===== src/rtl/rsa_modexp_core.sv =====
// rsa_modexp_core: C = M^E mod P via a constant-time radix-2 Montgomery ladder.
// One bit-serial Montgomery multiplier (WIDTH+1 cycles per product) is reused
// for a fixed schedule of 2*EXP_WIDTH+3 products, so latency never depends on E.
module rsa_modexp_core #(
    parameter int WIDTH     = 8,
    parameter int EXP_WIDTH = WIDTH
) (
    input  logic                 clk,
    input  logic                 rstb,
    input  logic                 ena,
    input  logic                 start,
    input  logic                 stop,
    input  logic                 clear_irq,
    input  logic [WIDTH-1:0]     P,
    input  logic [EXP_WIDTH-1:0] E,
    input  logic [WIDTH-1:0]     M,
    input  logic [WIDTH-1:0]     Const,
    output logic                 busy,
    output logic                 eoc,
    output logic                 irq,
    output logic                 err,
    output logic [WIDTH-1:0]     C
);

    localparam int NMUL = 2 * EXP_WIDTH + 3;
    localparam int KW   = $clog2(NMUL + 1);
    localparam int CW   = $clog2(WIDTH + 1);
    localparam logic [WIDTH-1:0] ONE = WIDTH'(1);

    typedef enum logic [1:0] {S_IDLE, S_LOAD, S_MMUL, S_DONE} state_e;

    state_e                 state_q, state_d;
    logic [WIDTH-1:0]       p_q, p_d, m_q, m_d, const_q, const_d;
    logic [EXP_WIDTH-1:0]   e_q, e_d;
    logic [KW-1:0]          k_q, k_d;      // index of the product in the schedule
    logic [CW-1:0]          cyc_q, cyc_d;  // cycle inside one product
    logic [WIDTH+1:0]       t_q, t_d;      // Montgomery accumulator, < 2P
    logic [WIDTH-1:0]       mb_q, mb_d, a_q, a_d, s_q, s_d, res_q, res_d;
    logic [WIDTH-1:0]       c_q, c_d;
    logic                   eoc_q, eoc_d, irq_q, irq_d, err_q, err_d;

    logic [WIDTH-1:0]       op_a, op_b, a_sh, mm_res;
    logic [WIDTH+1:0]       t_add, t_odd, t_sub, p_ext;

    // Operand selection for the current product of the ladder schedule
    always_comb begin
        op_a = a_q;
        op_b = a_q;
        if (k_q == '0) begin
            op_a = m_q;          // Mb = mm(M, R^2): message into Montgomery domain
            op_b = const_q;
        end else if (k_q == KW'(1)) begin
            op_a = ONE;          // A = mm(1, R^2) = R mod P
            op_b = const_q;
        end else if (k_q == KW'(NMUL - 1)) begin
            op_a = a_q;          // leave Montgomery domain
            op_b = ONE;
        end else if (k_q[0]) begin
            op_a = s_q;          // odd slot: X = mm(S, Mb), always executed
            op_b = mb_q;
        end
    end

    // One bit-serial Montgomery step plus the final conditional subtract
    always_comb begin
        p_ext  = {2'b00, p_q};
        a_sh   = op_a >> cyc_q;
        t_add  = t_q + (a_sh[0] ? {2'b00, op_b} : '0);
        t_odd  = t_add + (t_add[0] ? p_ext : '0);
        t_sub  = (t_q >= p_ext) ? (t_q - p_ext) : t_q;
        mm_res = t_sub[WIDTH-1:0];
    end

    // Next-state and datapath update; stop overrides everything except irq clear
    always_comb begin
        state_d = state_q;
        p_d     = p_q;
        e_d     = e_q;
        m_d     = m_q;
        const_d = const_q;
        k_d     = k_q;
        cyc_d   = cyc_q;
        t_d     = t_q;
        mb_d    = mb_q;
        a_d     = a_q;
        s_d     = s_q;
        res_d   = res_q;
        c_d     = c_q;
        err_d   = err_q;
        eoc_d   = 1'b0;
        irq_d   = clear_irq ? 1'b0 : irq_q;

        if (stop) begin
            state_d = S_IDLE;
        end else begin
            case (state_q)
                S_IDLE: begin
                    if (start) state_d = S_LOAD;
                end
                S_LOAD: begin
                    p_d     = P;
                    e_d     = E;
                    m_d     = M;
                    const_d = Const;
                    err_d   = ~P[0];
                    res_d   = '0;
                    t_d     = '0;
                    cyc_d   = '0;
                    k_d     = '0;
                    state_d = P[0] ? S_MMUL : S_DONE;
                end
                S_MMUL: begin
                    if (cyc_q != CW'(WIDTH)) begin
                        t_d   = t_odd >> 1;
                        cyc_d = cyc_q + CW'(1);
                    end else begin
                        t_d   = '0;
                        cyc_d = '0;
                        k_d   = k_q + KW'(1);
                        if (k_q == '0) begin
                            mb_d = mm_res;
                        end else if (k_q == KW'(1)) begin
                            a_d = mm_res;
                        end else if (k_q == KW'(NMUL - 1)) begin
                            res_d   = mm_res;
                            state_d = S_DONE;
                        end else if (!k_q[0]) begin
                            s_d = mm_res;
                        end else begin
                            a_d = e_q[EXP_WIDTH-1] ? mm_res : s_q;
                            e_d = e_q << 1;
                        end
                    end
                end
                S_DONE: begin
                    c_d     = res_q;
                    eoc_d   = 1'b1;
                    irq_d   = 1'b1;
                    state_d = S_IDLE;
                end
                default: state_d = S_IDLE;
            endcase
        end
    end

    // State registers, frozen while ena is low
    always_ff @(posedge clk or negedge rstb) begin
        if (!rstb) begin
            state_q <= S_IDLE;
            p_q     <= '0;
            e_q     <= '0;
            m_q     <= '0;
            const_q <= '0;
            k_q     <= '0;
            cyc_q   <= '0;
            t_q     <= '0;
            mb_q    <= '0;
            a_q     <= '0;
            s_q     <= '0;
            res_q   <= '0;
            c_q     <= '0;
            eoc_q   <= 1'b0;
            irq_q   <= 1'b0;
            err_q   <= 1'b0;
        end else if (ena) begin
            state_q <= state_d;
            p_q     <= p_d;
            e_q     <= e_d;
            m_q     <= m_d;
            const_q <= const_d;
            k_q     <= k_d;
            cyc_q   <= cyc_d;
            t_q     <= t_d;
            mb_q    <= mb_d;
            a_q     <= a_d;
            s_q     <= s_d;
            res_q   <= res_d;
            c_q     <= c_d;
            eoc_q   <= eoc_d;
            irq_q   <= irq_d;
            err_q   <= err_d;
        end
    end

    assign busy = (state_q != S_IDLE);
    assign eoc  = eoc_q;
    assign irq  = irq_q;
    assign err  = err_q;
    assign C    = c_q;

endmodule


===== config.mk =====
export PLATFORM = sky130hd
export DESIGN_NAME = rsa_modexp_core
export DESIGN_NICKNAME = d
export VERILOG_FILES = /design/src/rtl/rsa_modexp_core.sv
export SDC_FILE = /design/constraint.sdc
export NUM_CORES = 1
export LEC_CHECK = 0
export BUFFER_PORTS_ARGS = -buffer_cell sky130_fd_sc_hd__buf_4
export CAP_MARGIN = 20
export CORE_MARGIN = 1.5
export CORE_UTILIZATION = 59
export DETAILED_ROUTE_END_ITERATION = 7
export GPL_ROUTABILITY_DRIVEN = 0
export GPL_TIMING_DRIVEN = 0
export PLACE_DENSITY_LB_ADDON = 0.12
export SLEW_MARGIN = 0
export SYNTH_ARGS = -nofsm -noshare
export SYNTH_HDL_FRONTEND = slang
export SYNTH_SLANG_ARGS = --single-unit

===== constraint.sdc =====
create_clock -name clk -period 10.5 [get_ports clk]
set_input_delay 1.05 -clock clk [delete_from_list [all_inputs] [get_ports clk]]
set_output_delay 1.05 -clock clk [all_outputs]
set_load 0.005 [all_outputs]

; After elaboration in Yosys (flattened, before gate mapping)
; Index checks and enable logic that the tools add are counted.
; W data, S select, Z words.
[word_totals]
reg_bits = 96
mem_bits_rw = 0
mem_count = 0
mem_bits_ro = 0
latchBits = 0
word_cells = 108
[classes]
muxes = 45
div = 0
bitwise_logic = 7
reduce_logical = 15
n_addsub = 5
eq_ne = 18
mul = 0
shifts = 1
magnitude_cmp = 1
[ops]
columns = cell, count
row1 = $mux W8, 24
row2 = $pmux W8 S2, 2
row3 = $add A10 B8 Y10, 2
row4 = $pmux W10 S2, 1
row5 = $reduce_and A8 Y1, 2
row6 = $ne A3 B3 Y1 const B, 5
row7 = $ne A2 B2 Y1 const B, 7
row8 = $reduce_and A7 Y1, 2
row9 = $mux W2, 6
row10 = $ge A10 B8 Y1, 1
row11 = $pmux W5 S2, 1
row12 = $mux W9, 1
row13 = $reduce_and A3 Y1, 3
row14 = $pmux W2 S4, 1
row15 = $pmux W4 S2, 1
row16 = $shr A8 B4 Y1, 1
row17 = $sub A8 B8 Y8, 1
row18 = $not A1 Y1, 7
row19 = $mux W1, 6
row20 = $reduce_and A6 Y1, 1
row21 = $reduce_bool A2 Y1, 3
row22 = $add A5 B1 Y5 const B, 1
row23 = $eq A5 B1 Y1 const B, 1
row24 = $eq A5 B5 Y1 const B, 1
row25 = other kinds (10), 11

; Logic depth before layout (Yosys ltp)
[depth]
depth_word = 11
ltp_mapped = 22
ltp_nobuf = 21

; Least setup slack after synthesis
; No wires, ideal clock.
[synth_timing]
kind = register to register
start = register k_q[0]
end = register t_q[6]
path_buffers = 1
arrival_ns = 4.719
required_time_ns = 10.378
synth_period_minus_slack_ns = 4.840
slack_ns = 5.660
setup_ns = 0.122
stages_incl_launch_ff = 22
cell_sequence = dfrtp_1 inv_2 ha_1 and4bb_1 buf_6 nor2_8 mux4_2 o32ai_2 a211o_4 a211oi_2 ha_1 fa_1 a21oi_1 inv_1 a21oi_1 xnor2_1 ha_1 a21o_1 or2_1 a21o_1 a211o_1 a32o_1
[synth_via]
elab_chain_len = 11
word_cells_on_any_way = 18
[synth_rtl]
columns = item, line_no
row1 = start: declaration, 35  ; logic [KW-1:0] k_q, k_d;
row2 = start signal: assignment, 171  ; k_q <= k_d;
row3 = $eq A5 B5 Y1 or $mux W8 (tied branches), "55, 58"
row4 = $mux W8, 55  ; end else if (k_q == KW'(NMUL - 1)) begin
row5 = $mux W8, 52  ; end else if (k_q == KW'(1)) begin
row6 = $mux W8, 49  ; if (k_q == '0) begin
row7 = $shr A8 B4 Y1, 67  ; a_sh = op_a >> cyc_q;
row8 = $mux W8 (*), 68  ; t_add = t_q + (a_sh[0] ? {2'b00, op_b} : '0);
row9 = $add A10 B8 Y10 (*), 68
row10 = $mux W8, 69  ; t_odd = t_add + (t_add[0] ? p_ext : '0);
row11 = $add A10 B8 Y10 (*), 69
row12 = $mux W9 (*), 113  ; if (cyc_q != CW'(WIDTH)) begin
row13 = $pmux W10 S2 (*), 96  ; case (state_q)
row14 = end signal: assignment, 173  ; t_q <= t_d;
row15 = end: declaration, 37  ; logic [WIDTH+1:0] t_q, t_d;
; Mark *: on every way between the ends. The rest lies on a longest branch, timed or not. The select of a mux whose other input is x is not followed.
; A chain may end at the register's enable or synchronous reset.

; Worst setup path after layout
; Ends and elaborated chain as after synthesis.

==> run summary <==
### Yosys
* 0 — number of flops mapped to enable cells by yosys
* 561 — Post-Syn Instances
* sky130_fd_sc_hd__dfrtp_1 — Top FF cell, synth
* 0.415 — share of the yosys chip area belonging to registers
* 5730 um2 — total standard cell area after synthesis
* 95 — Yosys reg bits
* 64 — count of cell types in the netlist
* sky130_fd_sc_hd__dfrtp_1 (42%), sky130_fd_sc_hd__ha_1 (7.6%), sky130_fd_sc_hd__mux2_2 (6.7%), sky130_fd_sc_hd__nand2_1 (4.6%), sky130_fd_sc_hd__mux2i_1 (4.0%) — top cells by area, synth
* 0 — Ys Warns
* sky130_fd_sc_hd__dfrtp_1 — Synth area leader
* 0.415 — area share of the largest cell type after synthesis
* 637 — Synth Net Count
* 10.2 um2 — syn avg cell area
* 1.00 — share of async-settable or async-resettable flops after synthesis

### STA
* 0 — final count of pins violating max slew
* no — unrepaired setup endpoints after global routing
* 0.779 ns — transition time at the pin with the least slew margin
* 184 MHz — maximum achievable frequency
* 0 — total of endpoints with negative setup slack in the final report
* 0.518 — Final Cycle Share
* 0 ns — total negative setup slack
* 5.44 ns — shortest clock period the worst path allows after layout
* 0 — Final Hold Viols
* 5.06 ns — worst setup slack after layout
* 0.0167 ns — worst clock skew
* 0.480 — worst slew slack as a fraction of its limit

### Worst setup path
* 5.06 ns — setup slack of the worst register-to-register path
* inv_2 -> ha_1 -> and4bb_1 -> buf_6 -> nor2_8 -> mux4_2 -> o32ai_2 -> a211o_4 -> a211oi_2 -> ha_1 -> fa_1 -> a21oi_1 -> inv_1 -> a21oi_1 -> xnor2_1 -> ha_1 -> a21o_1 -> or2_1 -> a21o_1 -> a211o_1 -> a32o_1 — series of cell instances along the critical path
* sky130_fd_sc_hd__ha_1 — cell type with the highest occurrence count on the critical path
* 10.75 ns — required time of the critical path
* 10 — peak fanout along the critical path
* 0.57 ns — longest individual stage delay on the worst path
* flip-flop to flip-flop — kind of critical path
* flip-flop — endpoint class of the critical path
* 5.69 ns — data arrival time of the worst path
* flip-flop — startpoint types
* sky130_fd_sc_hd__mux4_2 — cell with the biggest individual delay on the critical path

### Detailed routing
* 6.03 — post-detailed-route via-to-cell ratio
* 0 — # DRC
* 0 — number of nets with antenna violations after detailed routing
* 13.6 mm — Detailed Route WL
* 201 — DRT iter0 DRCs
* 4549 — vias
* 5 — Pre-antenna DRT Iters
* 18.0 um — routed length per placed instance

### GRT
* 21.8 mm — global-route wire length before repair
* 0.275 — global router's overall resource usage
* 0 — antenna violations before repair
* 59 — maximum number of pins on one net before global-route repair
* 0 — GRT Residual Overflow
* 4363 — vias in the first global route

### Power
* 3.01 nW — leak pwr
* 945 uW — Power Internal
* 691 uW — net switching power
* 0.155 mV — IR Drop Worst-Case VDD
* 0.171 — proportion of power drawn by the clock network
* 0.317 — sequential power share
* 0.512 — power share of the combinational group
* 0.422 — sw frac
* 251 nW/um2 — P per Cell Area

### Die
* 10300 um2 — total die area
* 35 — standard-cell row count
* 102 um — floorplan die height
* 102 um — width of the die
* 9330 um2 — core outline area
* 0.614 — starting density of the core
* 50 — number of placed I/O pins

### Clocking
* 3 — H-tree depth reported by CTS
* sky130_fd_sc_hd__clkbuf_8 — clock root buffer
* 0 — number of hold buffers added after CTS
* 0 — Resize count post-CTS
* done — CTS tree
* 95 — clock sink count
* 0 — setup repair bufs after CTS
* 0.10 ns — clock slew at reported path FFs
* 9 — total CTS buffers
* 2 — maximum buffer depth of the clock tree
* 0.37 ns — clock latency at the later pin of the worst-skew pair

### Finish
* sky130_fd_sc_hd__dfrtp_1 — leading cell type in the layout, fill and taps excluded
* 714 — Fill cells
* 698 — total number of nets in the final design
* 13.6% — area delta synth->final
* 0.220 — ratio of cells with drive above 1 in the final layout
* sky130_fd_sc_hd__dfrtp_1 (95), sky130_fd_sc_hd__nand2_1 (70), sky130_fd_sc_hd__buf_4 (49), sky130_fd_sc_hd__a21oi_1 (41), sky130_fd_sc_hd__ha_1 (35) — most frequent cells in the layout
* 0 — number of diodes added for antenna fixing

### Placement
* 10.4 mm — HPWL after detailed placement
* 5.11 ns — worst setup slack after placement
* 49 — number of I/O port buffers

### Min path
* flip-flop to flip-flop — Min-Delay Path Class

### Flow run
* 0 — max-cap check violation count

### Status
* completed — outcome

[worst max-delay path: cells and delay by family (launching register included)]
family | cells | cell delay, ns
AOI/OAI and AO/OA | 9 | 1.95
adders and majority gates | 4 | 1.19
and+or+nand+nor | 3 | 0.60
muxes | 1 | 0.57
DFF | 1 | 0.49
buffers and inverters | 3 | 0.37
xor gates and xnor gates | 1 | 0.14
[cells in the mapped netlist (8+ instances only)]
| cell type | n |
|---|---|
| sky130_fd_sc_hd__a211oi_2 | 8 |
| sky130_fd_sc_hd__a21oi_1 | 41 |
| sky130_fd_sc_hd__and2_1 | 9 |
| sky130_fd_sc_hd__clkbuf_1 | 9 |
| sky130_fd_sc_hd__dfrtp_1 | 95 |
| sky130_fd_sc_hd__ha_1 | 35 |
| sky130_fd_sc_hd__inv_1 | 22 |
| sky130_fd_sc_hd__mux2_2 | 34 |
| sky130_fd_sc_hd__mux2i_1 | 23 |
| sky130_fd_sc_hd__nand2_1 | 70 |
| sky130_fd_sc_hd__nand3_1 | 13 |
| sky130_fd_sc_hd__nor2_1 | 25 |
| sky130_fd_sc_hd__nor3_1 | 10 |
| sky130_fd_sc_hd__o21ai_0 | 30 |
| sky130_fd_sc_hd__o21ai_1 | 18 |
| sky130_fd_sc_hd__xnor2_1 | 9 |
| sky130_fd_sc_hd__xor2_1 | 9 |
[cell type report]
cell class / instances / area (um2) / area share
plain buffers: 19 / 95.1 / 0.0146
well taps: 129 / 161 / 0.0248
clock inverters: 5 / 86.3 / 0.0133
repair buffers: 50 / 395 / 0.0608
inverters: 23 / 86.3 / 0.0133
multi-input cells: 424 / 3170 / 0.487
flip-flops and latches: 95 / 2380 / 0.365
clock buffers: 10 / 138 / 0.0212
[sequential cells by signal, indices dropped and copies added, names as in the netlist, 2 cells and up]
| register | flops |
|---|---|
| t_q | 9 |
| C | 8 |
| a_q | 8 |
| const_q | 8 |
| e_q | 8 |
| m_q | 8 |
| mb_q | 8 |
| p_q | 8 |
| res_q | 8 |
| s_q | 8 |
| k_q | 5 |
| cyc_q | 4 |
| state_q | 2 |
[metrics by stage]
stage | total power, mW | util | hold slack (ns) | cell area (um2) | cells
after global routing | 1.74 | 0.698 | 0.526 | 6510 | 755
final | 1.64 | 0.698 | 0.492 | 6510 | 755
after CTS | 1.63 | 0.698 | 0.498 | 6510 | 755
after global placement | 1.31 | 0.671 | 0.462 | 6250 | 739
after detailed placement | 1.35 | 0.674 | 0.475 | 6280 | 740
after floorplan | 1.13 | - | 0.445 | 5730 | 561
[power by group through the flow]
stage	Sequential, mW	Clock [mW]	Combinational, mW
detailed placement	0.525	0	0.824
finish	0.519	0.280	0.837
global route	0.529	0.301	0.913
CTS	0.518	0.283	0.827
floorplan	0.500	0	0.633
global placement	0.519	0	0.788
[final timing paths]
| check | start | to | depth (start not counted) |
|---|---|---|---|
| min in group asynchronous | rstb | C[6]$_DFFE_PN0P_ | 1 |
| worst max-delay path | k_q[0]$_DFFE_PN0P_ | t_q[6]$_DFFE_PN0P_ | 21 |
| worst min-delay path | res_q[7]$_DFFE_PN0P_ | res_q[7]$_DFFE_PN0P_ | 2 |
| max in group asynchronous | rstb | m_q[0]$_DFFE_PN0P_ | 2 |
| worst min register to register | res_q[7]$_DFFE_PN0P_ | res_q[7]$_DFFE_PN0P_ | 2 |
| worst max register to register | k_q[0]$_DFFE_PN0P_ | t_q[6]$_DFFE_PN0P_ | 21 |
[layer usage]
metal  wire length (um)  GRT usage  part of all wire
met5                  0          0                 0
met4                278     0.0737             0.020
met3                687     0.0476             0.051
met2               6720      0.457              0.49
met1               5900      0.374              0.43
[logic make-up (layout without fill, tap and decap cells)]
group           Yosys count  count (layout)  share of synthesized area
simple gates            150             150                      0.124
buf+inv                  42             107                     0.0317
flops                    95              95                      0.415
xor+xnor                 18              18                     0.0275
fa+ha+maj                38              38                     0.0870
compound gates          158             158                      0.196
mux                      60              60                      0.119
(Power assumes the default switching activity.)
